`src/rtl/mtrp_pkg.sv`:
```
// Shared MTRP line-code definitions: sample width, mid-scale level, tx FSM states.
// Latency: n/a (definitions only).
// Backpressure: n/a.
package mtrp_pkg;

    localparam int SAMPLE_W = 12;
    localparam logic [SAMPLE_W-1:0] MID = 12'h800;

    typedef enum logic [1:0] {
        IDLE,
        PRE,
        START,
        DATA
    } state_t;

    function automatic logic [SAMPLE_W-1:0] pulse_level(
        input logic [SAMPLE_W-1:0] mid,
        input logic [10:0]         amp,
        input logic                pos
    );
        return pos ? (mid + {1'b0, amp}) : (mid - {1'b0, amp});
    endfunction

endpackage

```
`src/rtl/mtrp_tx_if.sv`:
```
// Byte-source handshake into the MTRP transmitter.
// Latency: n/a (wiring only).
// Backpressure: byte transfers on stb & rdy; source holds stb/dat until then.
interface mtrp_tx_if;

    logic [7:0] dat;
    logic       stb;
    logic       rdy;

    modport master (output dat, stb, input rdy);
    modport slave  (input dat, stb, output rdy);

endinterface

```
`src/rtl/mtrp_bit_timer.sv`:
```
// Bit-period timer: counts 0..2*HALF-1 while run, flags first half, half end and bit end.
// Latency: strobes are combinational from the count; count clears the edge after run drops.
// Backpressure: none.
module mtrp_bit_timer #(
    parameter int HALF = 8
) (
    input  logic clk,
    input  logic res,
    input  logic run,
    output logic first_half,
    output logic half_end,
    output logic bit_end
);

    localparam logic [8:0] HALF_M1 = 9'(HALF - 1);
    localparam logic [8:0] BIT_M1  = 9'(2 * HALF - 1);

    logic [8:0] cnt;

    always_ff @(posedge clk) begin
        if (res || !run) begin
            cnt <= '0;
        end else if (cnt == BIT_M1) begin
            cnt <= '0;
        end else begin
            cnt <= cnt + 9'd1;
        end
    end

    assign first_half = (cnt <= HALF_M1);
    assign half_end   = run && (cnt == HALF_M1);
    assign bit_end    = run && (cnt == BIT_M1);

endmodule

```
`src/rtl/mtrp_tx.sv`:
```
// MTRP bipolar RZ transmitter: bytes -> 12-bit offset-binary samples; MTRP_TX_PREAMBLE_EN adds an 8-pulse preamble from idle.
// Latency: acceptance at edge k puts the first pulse sample on MTRP/TXP/TXN from edge k+1.
// Backpressure: rdy only in IDLE and on the last cycle of data bit 0; stb is ignored otherwise.
module mtrp_tx
    import mtrp_pkg::*;
#(
    parameter int                  HALF = 8,
    parameter logic [SAMPLE_W-1:0] MID  = mtrp_pkg::MID
) (
    input  logic                clk,
    input  logic                res,
    mtrp_tx_if.slave            src,
    input  logic [10:0]         AMP,
    output logic [SAMPLE_W-1:0] MTRP,
    output logic                TXP,
    output logic                TXN,
    output logic                busy
);

`ifdef MTRP_TX_PREAMBLE_EN
    localparam state_t FIRST = PRE;
`else
    localparam state_t FIRST = START;
`endif

    state_t      state;
    logic [7:0]  shreg;
    logic [2:0]  bit_idx;
    logic [10:0] amp_q;
    logic        pol;
    logic        run;
    logic        first_half;
    logic        half_end;
    logic        bit_end;
    logic        last_cycle;
    logic        accept;
    logic        cur_one;
    logic        pulse;

    mtrp_bit_timer #(.HALF(HALF)) u_timer (
        .clk        (clk),
        .res        (res),
        .run        (run),
        .first_half (first_half),
        .half_end   (half_end),
        .bit_end    (bit_end)
    );

    assign run        = (state != IDLE);
    assign last_cycle = (state == DATA) && (bit_idx == 3'd0) && bit_end;
    assign src.rdy    = !res && ((state == IDLE) || last_cycle);
    assign accept     = src.stb && src.rdy;

    always_comb begin
        cur_one = 1'b0;
        case (state)
            PRE, START: cur_one = 1'b1;
            DATA:       cur_one = shreg[7];
            default:    cur_one = 1'b0;
        endcase
    end

    assign pulse = run && first_half && cur_one;

    // pol = 1 means the next pulse is positive; it flips once each pulse half completes.
    always_ff @(posedge clk) begin
        if (res) begin
            state <= IDLE;
            pol   <= 1'b1;
            busy  <= 1'b0;
            MTRP  <= MID;
            TXP   <= 1'b0;
            TXN   <= 1'b0;
        end else begin
            MTRP <= pulse ? pulse_level(MID, amp_q, pol) : MID;
            TXP  <= pulse && pol;
            TXN  <= pulse && !pol;
            if (pulse && half_end) begin
                pol <= !pol;
            end

            case (state)
                IDLE: begin
                    if (accept) begin
                        state   <= FIRST;
                        bit_idx <= 3'd7;
                        shreg   <= src.dat;
                        amp_q   <= AMP;
                        busy    <= 1'b1;
                    end
                end
`ifdef MTRP_TX_PREAMBLE_EN
                PRE: begin
                    if (bit_end) begin
                        bit_idx <= bit_idx - 3'd1;
                        if (bit_idx == 3'd0) begin
                            state <= START;
                        end
                    end
                end
`endif
                START: begin
                    if (bit_end) begin
                        state   <= DATA;
                        bit_idx <= 3'd7;
                    end
                end
                DATA: begin
                    if (bit_end) begin
                        shreg   <= {shreg[6:0], 1'b0};
                        bit_idx <= bit_idx - 3'd1;
                        if (bit_idx == 3'd0) begin
                            // back-to-back byte goes straight to its start mark, never a preamble
                            if (accept) begin
                                state <= START;
                                shreg <= src.dat;
                                amp_q <= AMP;
                            end else begin
                                state <= IDLE;
                                busy  <= 1'b0;
                            end
                        end
                    end
                end
                default: begin
                    state <= IDLE;
                    busy  <= 1'b0;
                end
            endcase
        end
    end

endmodule

```
`src/flat_wrapper.sv`:
```
// flat-port wrapper written by rule: the top's interface ports become plain ports
module mtrp_tx_flat import mtrp_pkg::*;
#(
    parameter int                  HALF = 8,
    parameter logic [SAMPLE_W-1:0] MID  = mtrp_pkg::MID
)
  (clk, res, AMP, MTRP, TXP, TXN, busy, src_dat, src_stb, src_rdy);
  mtrp_tx_if src_i ();
  input  logic clk;
  input  logic res;
  input  logic [10:0] AMP;
  output logic [SAMPLE_W-1:0] MTRP;
  output logic TXP;
  output logic TXN;
  output logic busy;
  input wire logic [$bits(src_i.dat)-1:0] src_dat;
  input wire logic [$bits(src_i.stb)-1:0] src_stb;
  output wire logic [$bits(src_i.rdy)-1:0] src_rdy;
  assign src_i.dat = src_dat;
  assign src_i.stb = src_stb;
  assign src_rdy = src_i.rdy;
  mtrp_tx #(.HALF(HALF), .MID(MID)) u_core (.clk(clk), .res(res), .src(src_i), .AMP(AMP), .MTRP(MTRP), .TXP(TXP), .TXN(TXN), .busy(busy));
endmodule
```
`config.mk`:
```
export PLATFORM = sky130hd
export DESIGN_NAME = mtrp_tx_flat
export DESIGN_NICKNAME = d
export VERILOG_FILES = /design/src/rtl/mtrp_pkg.sv /design/src/rtl/mtrp_tx_if.sv /design/src/rtl/mtrp_bit_timer.sv /design/src/rtl/mtrp_tx.sv /design/src/flat_wrapper.sv
export SDC_FILE = /design/constraint.sdc
export NUM_CORES = 1
export LEC_CHECK = 0
export ABC_AREA = 1
export CAP_MARGIN = 20
export CORE_MARGIN = 3
export CORE_UTILIZATION = 47
export CTS_CLUSTER_DIAMETER = 200
export DETAILED_ROUTE_END_ITERATION = 10
export PLACE_DENSITY = 0.75
export REMOVE_ABC_BUFFERS = 1
export SLEW_MARGIN = 30
export SYNTH_ARGS = -nofsm -noshare
export SYNTH_HDL_FRONTEND = slang
export SYNTH_SLANG_ARGS = --single-unit
```
`constraint.sdc`:
```
create_clock -name clk -period 2.2 [get_ports clk]
set_clock_uncertainty 0.05 [all_clocks]
set_input_delay 0.44 -clock clk [delete_from_list [all_inputs] [get_ports clk]]
set_output_delay 0.44 -clock clk [all_outputs]
set_load 0.1 [all_outputs]
```
# Word level (Yosys, flattened, before mapping)
# Index checks and enable logic that the tools add are counted.
# totals
register_bits	49
input_bits	22
output_inout_bits	16
word_cells	83
# classes
addsub	4
order_cmp	1
eq_ne	10
n_mux	26
n_bitwise	3
n_reduce_logical	29
# op_table
operator	count
$mux 11	3
$mux 8	4
$pmux 11 s2	1
$pmux 8 s2	1
$add 12x11->12 const A	1
$mux 12	1
$reduce_and 4->1	3
$sub 12x11->12 const A	1
$logic_and 1x1->1	11
$mux 2	5
$reduce_and 5->1	2
$add 9x1->9 const B	1
$eq 9x3->1 const B	1
$eq 9x4->1 const B	1
$le 9x3->1 const B	1
$mux 3	3
$pmux 3 s3	1
$ne 2x1->1 const B	3
$pmux 2 s3	1
$reduce_or 2->1	3
$eq 2x2->1 const B	2
$mux 1	4
$ne 2x2->1 const B	2
$reduce_bool 2->1	2
other kinds (10)	15

# Logic depth before layout (Yosys ltp)
# logic_depth
depth_word	10
mapped_depth	11
depth_no_buf	11

# Hierarchy
# A second synthesis with hierarchy kept.
# hier_totals
hier_cells	260
area_unflattened_um2	2282.2
# by_module_without_submodules
mod	n_inst	cells_each	area_each_um2	seq_area_each_um2
mtrp_tx	1	189	1815.5	1021.0
mtrp_bit_timer	1	71	466.7	180.2

# Worst setup path after synthesis
# No wires, ideal clock.
# synth_timing
kind	register -> register
start	reg u_core.state[0]
end	reg u_core.shreg[0] (enable)
setup_ns	0.386
arrival_ns	1.700
required_ns	1.764
slack_ns	0.063
stages_incl_launch_ff	8
n_path_buf	0
synth_period_minus_slack_ns	2.137
path_cell_list	dfxtp_1 -> inv_1 -> ha_1 -> inv_1 -> nand3_1 -> nand2_1 -> nand2_1 -> a211oi_1
# synth_between
elab_chain_cells	8
elab_cells_between_ends	13
classes_between	3 x eq/ne; 10 x reduce/logical
# synth_lines
element	line	rtl
start, declared	mtrp_tx.sv:26	state_t state;
start signal, assigned	mtrp_tx.sv:68	state <= IDLE;
start signal, assigned	mtrp_tx.sv:85	state <= FIRST;
start signal, assigned	mtrp_tx.sv:104	state <= DATA;
$eq 2x2->1 / $reduce_bool 2->1 (equally long branches)	mtrp_tx.sv:50, mtrp_tx.sv:82, mtrp_tx.sv:49	
$logic_and 1x1->1 (on tied branches)	mtrp_tx.sv:50, mtrp_bit_timer.sv:32	
$logic_and 1x1->1	mtrp_tx.sv:50	assign last_cycle = (state == DATA) && (bit_idx == 3'd0) && bit_end;
$logic_or 1x1->1	mtrp_tx.sv:51	assign src.rdy = !res && ((state == IDLE) || last_cycle);
$logic_and 1x1->1	mtrp_tx.sv:51	
$logic_and 1x1->1	mtrp_tx.sv:52	assign accept = src.stb && src.rdy;
$ne 2x1->1 (no source line)	n/a	
$reduce_and 4->1 (no source line) (*)	n/a	
end signal, assigned	mtrp_tx.sv:87	shreg <= src.dat;
end signal, assigned	mtrp_tx.sv:110	shreg <= {shreg[6:0], 1'b0};
end signal, assigned	mtrp_tx.sv:116	shreg <= src.dat;
end, declared	mtrp_tx.sv:27	logic [7:0] shreg;
# Mark *: on every way between the ends. The rest lies on a longest branch, timed or not.
# A chain may end at the register's enable or synchronous reset.

# Final worst setup path
# layout_timing
start	reg u_core.u_timer.cnt[0]
end	out src_rdy
# layout_between
elab_chain_cells	5
# layout_lines
element	line	rtl
start, declared	mtrp_bit_timer.sv:18	logic [8:0] cnt;
start signal, assigned	mtrp_bit_timer.sv:26	cnt <= cnt + 9'd1;
$eq 9x4->1	mtrp_bit_timer.sv:32	assign bit_end = run && (cnt == BIT_M1);
$logic_and 1x1->1	mtrp_bit_timer.sv:32	
$logic_and 1x1->1	mtrp_tx.sv:50	
$logic_or 1x1->1	mtrp_tx.sv:51	
$logic_and 1x1->1	mtrp_tx.sv:51	
end, declared	flat_wrapper.sv:18	output wire logic [$bits(src_i.rdy)-1:0] src_rdy;
# No other way between the ends.

==> impl_metrics.ini <==
[pwr]
power-per-cell-area_mw_per_mm2 = 1010
static-leakage-power_nw = 1.21
peakVddDrop_v = 0.000484
report.power.total_mw = 2.88

[routing]
met3RoutedLength_um = 194
dr_wl_met2_mm = 1.91
wirelength_met1_mm = 1.85
final_antenna_net_count = 0
dr_total_vias = 1712
top_layer_in_use = met4
route.detailed.drc = 0
routed_via_density = 4.89
routed_wl_mm = 3.98
drtIter0Drc = 81
detail_route.first_pass.iterations = 4
route.detailed.wl_per_inst_um = 11.4

[grt]
groute.usage.overall_pct = 15.6
via_count_of_the_first_global_routing_pass = 1542
largest_net_degree_at_the_start_of_global_routing = 17
grt_overflow = 0
antenna_violations_before_repair = 0
first_pass_grt_wire_length_mm = 6.70

[run_status]
run_status = finished, final reports clean

[cts]
clk_latency_ns = 0.30
clock-root-buffer = sky130_fd_sc_hd__clkbuf_8
cts_htree_levels = 2
cts_sinks = 49
cts_inserted_buffers = 5
worst_setup_hold_path_clk_slew_ns = 0.09
cts_max_path_buffers = 2
ctsHoldBuffers = 0
tritoncts = yes

[floorplan]
die-area_mm2 = 0.00562
ioPinCount = 38
core_mm2 = 0.00447
chipHeight_um = 75.0
fp-row-count = 24
overall_die_width_um = 75.0
floorplan.initialDensity_pct = 50.0

[worst_setup_path]
crit_fanout = 4
list_of_cells_traversed_by_the_critical_path = ha_4 > nand2_2 > nor2_4 > nand3_2 > nand2_1 > and2_4 > buf_12
cell_type_group_with_the_largest_total_delay_on_the_critical_path = simple AND/OR/NAND/NOR gates
critical_path_required_ns = 1.71
timing_worst_setup_path_type = flip-flop to output pin
crit_path_max_incr_delay_ns = 0.37
crit_path_start_kind = flip-flop
critPathCaptureType = output pin
cp_data_arrival_time_ns = 1.61
critPathSlowestCell = sky130_fd_sc_hd__dfxtp_2
timing.critical_path.buf_inv = 1

[flow_run]
drv_cap = 0

[synthesis]
flops_latches_synth = 49
synth_cell_type_count = 35
synth-warning-count = 0
synthesis.area_mm2 = 0.00224
sequential_share_of_the_synthesized_area_pct = 53.7
synth_area_per_inst_um2 = 9.02
synth_cells = 248

[timing]
timing.max_slew.rel_slack_pct = 74.8
hold_ws_ns = 0.402
clock.fmax_mhz = 475
number_of_setup_violations_in_the_final_report = 0
layout_min_cycle_time_ns = 2.10
finalHoldViolations = 0
worst-slew-pin-transition_ns = 0.376
worst_slack_ns = 0.0964
period_share_pct = 95.6
drv_slew = 0

[placed_design]
port-buffer-count = 37
dp_worst_setup_slack_ns = 0.125
post_dp_cell_area_mm2 = 0.00269
post-dp-hpwl_mm = 3.01
place_congestion = 0.833

[final_layout]
post_layout_net_count = 327
multi_input_comb_area_um2 = 923
drive_above_1_share_pct = 20.8
filler_cells_inserted = 380
num_antenna_cells = 0
final_design_area_no_fill_mm2 = 0.00287
post-route-util_pct = 64.0
layout.area.seq_mm2 = 0.00120
syn2layout_area_growth_pct = 28.1

[worst_hold_path]
holdCritPathClass = flip-flop to flip-flop
-- state kept, by name (all words and copies together) (netlist names) --
signal              flops
u_core.MTRP            12
u_core.TXN              1
u_core.TXP              1
u_core.amp_q           11
u_core.bit_idx          3
u_core.busy             1
u_core.pol              1
u_core.shreg            8
u_core.state            2
u_core.u_timer.cnt      9
-- power breakdown --
group | internal (mW) | leakage, nW | switching [mW]
sequential | 1.10 | 0.414 | 0.0685
clock | 0.412 | 0.0669 | 0.296
combinational | 0.329 | 0.733 | 0.678
total | 1.84 | 1.21 | 1.04
-- worst register-to-register path: cells and delay by family (launching register included) --
kind	cells	cell delay (ns)
fa+ha+maj	1	0.17
simple gates	4	0.69
buf+inv	3	0.28
flops	1	0.40
-- layout make-up --
cell class                 count  area share (%)
inverter                      35            4.59
sequential                    49            42.1
timing repair buffer          44            14.2
clock inverter                 2            1.35
clock buffer                   6            3.28
tap                           52            2.27
multi-input combinational    162            32.2
-- kinds of logic after synthesis --
logic type | Yosys count | share of synthesized area, %
adders and majority gates | 8 | 4.48
DFF | 49 | 53.7
and+or+nand+nor | 127 | 27.8
xor gates and xnor gates | 6 | 2.35
buffers and inverters | 37 | 6.38
AOI/OAI and AO/OA | 21 | 5.26
-- through the flow --
step | std cells | TNS [ns]
floorplan | 246 | -1.66
global placement | 341 | 0
detailed placement | 341 | 0
CTS | 349 | 0
global route | 350 | -0.00314
finish | 350 | 0
-- cells in the mapped netlist --
cell type / number / share of area [%]
sky130_fd_sc_hd__nor3_2: 1 / 0.45
sky130_fd_sc_hd__edfxtp_1: 22 / 30
sky130_fd_sc_hd__and3_1: 1 / 0.28
sky130_fd_sc_hd__and2_4: 1 / 0.39
sky130_fd_sc_hd__nand3_2: 1 / 0.45
sky130_fd_sc_hd__inv_1: 29 / 4.9
sky130_fd_sc_hd__nor3b_1: 3 / 1.0
sky130_fd_sc_hd__ha_1: 8 / 4.5
sky130_fd_sc_hd__nand2_2: 3 / 0.84
sky130_fd_sc_hd__inv_2: 5 / 0.84
sky130_fd_sc_hd__xnor2_1: 1 / 0.39
sky130_fd_sc_hd__a211oi_1: 1 / 0.34
sky130_fd_sc_hd__clkbuf_1: 1 / 0.17
sky130_fd_sc_hd__nor2_2: 4 / 1.1
sky130_fd_sc_hd__nand3_4: 2 / 1.6
sky130_fd_sc_hd__nand2_1: 48 / 8.1
sky130_fd_sc_hd__xor2_1: 5 / 2.0
sky130_fd_sc_hd__a21boi_1: 1 / 0.34
sky130_fd_sc_hd__o21a_1: 1 / 0.34
sky130_fd_sc_hd__nor3_1: 5 / 1.1
sky130_fd_sc_hd__buf_4: 1 / 0.34
sky130_fd_sc_hd__clkinv_1: 1 / 0.17
sky130_fd_sc_hd__a31oi_1: 1 / 0.28
sky130_fd_sc_hd__nand3_1: 16 / 3.6
sky130_fd_sc_hd__nand4_1: 5 / 1.4
sky130_fd_sc_hd__or2_2: 1 / 0.28
sky130_fd_sc_hd__o21ai_2: 1 / 0.39
sky130_fd_sc_hd__nor2_4: 2 / 1.0
sky130_fd_sc_hd__nor4_1: 2 / 0.56
sky130_fd_sc_hd__nand2_4: 1 / 0.50
sky130_fd_sc_hd__dfxtp_1: 27 / 24
sky130_fd_sc_hd__o21ai_0: 5 / 1.1
sky130_fd_sc_hd__a21oi_1: 9 / 2.0
sky130_fd_sc_hd__nor2_1: 31 / 5.2
sky130_fd_sc_hd__o21ai_1: 2 / 0.45
-- routing by layer --
layer	track usage (%)	vias to the layer above
met5	0	-
met4	4.15	0
met3	4.01	4
met2	25.2	31
met1	20.8	768
li1	-	909
-- cell usage in the layout (no fill, tap or decap), types with 7 or more instances in the layout --
master and n:
sky130_fd_sc_hd__clkdlybuf4s50_1 21, sky130_fd_sc_hd__nor2_1 31, sky130_fd_sc_hd__nand2_1 48, sky130_fd_sc_hd__inv_2 7, sky130_fd_sc_hd__dfxtp_1 24, sky130_fd_sc_hd__nand3_1 16, sky130_fd_sc_hd__edfxtp_1 22, sky130_fd_sc_hd__buf_4 21
sky130_fd_sc_hd__a21oi_1 8, sky130_fd_sc_hd__inv_1 27
-- final timing paths --
path,slack (ns),startpoint,cells after the start,endpoint
worst min-delay path,0.40,u_core.u_timer.cnt[0],1,u_core.u_timer.cnt[0]
worst min register to register,0.40,u_core.u_timer.cnt[0],1,u_core.u_timer.cnt[0]
worst max register to register,0.34,u_core.bit_idx[0],8,u_core.amp_q[0]
worst max-delay path,0.1,u_core.u_timer.cnt[0],7,src_rdy
-- repair_timing --
| action | CTS | global route |
|---|---|---|
| endpoints found under the setup margin | 1 | 1 |
| resized for setup | 2 | 9 |
| setup buffers | 0 | 1 |
| pin swaps | 0 | 1 |
Power figures use the tool's default switching activity.
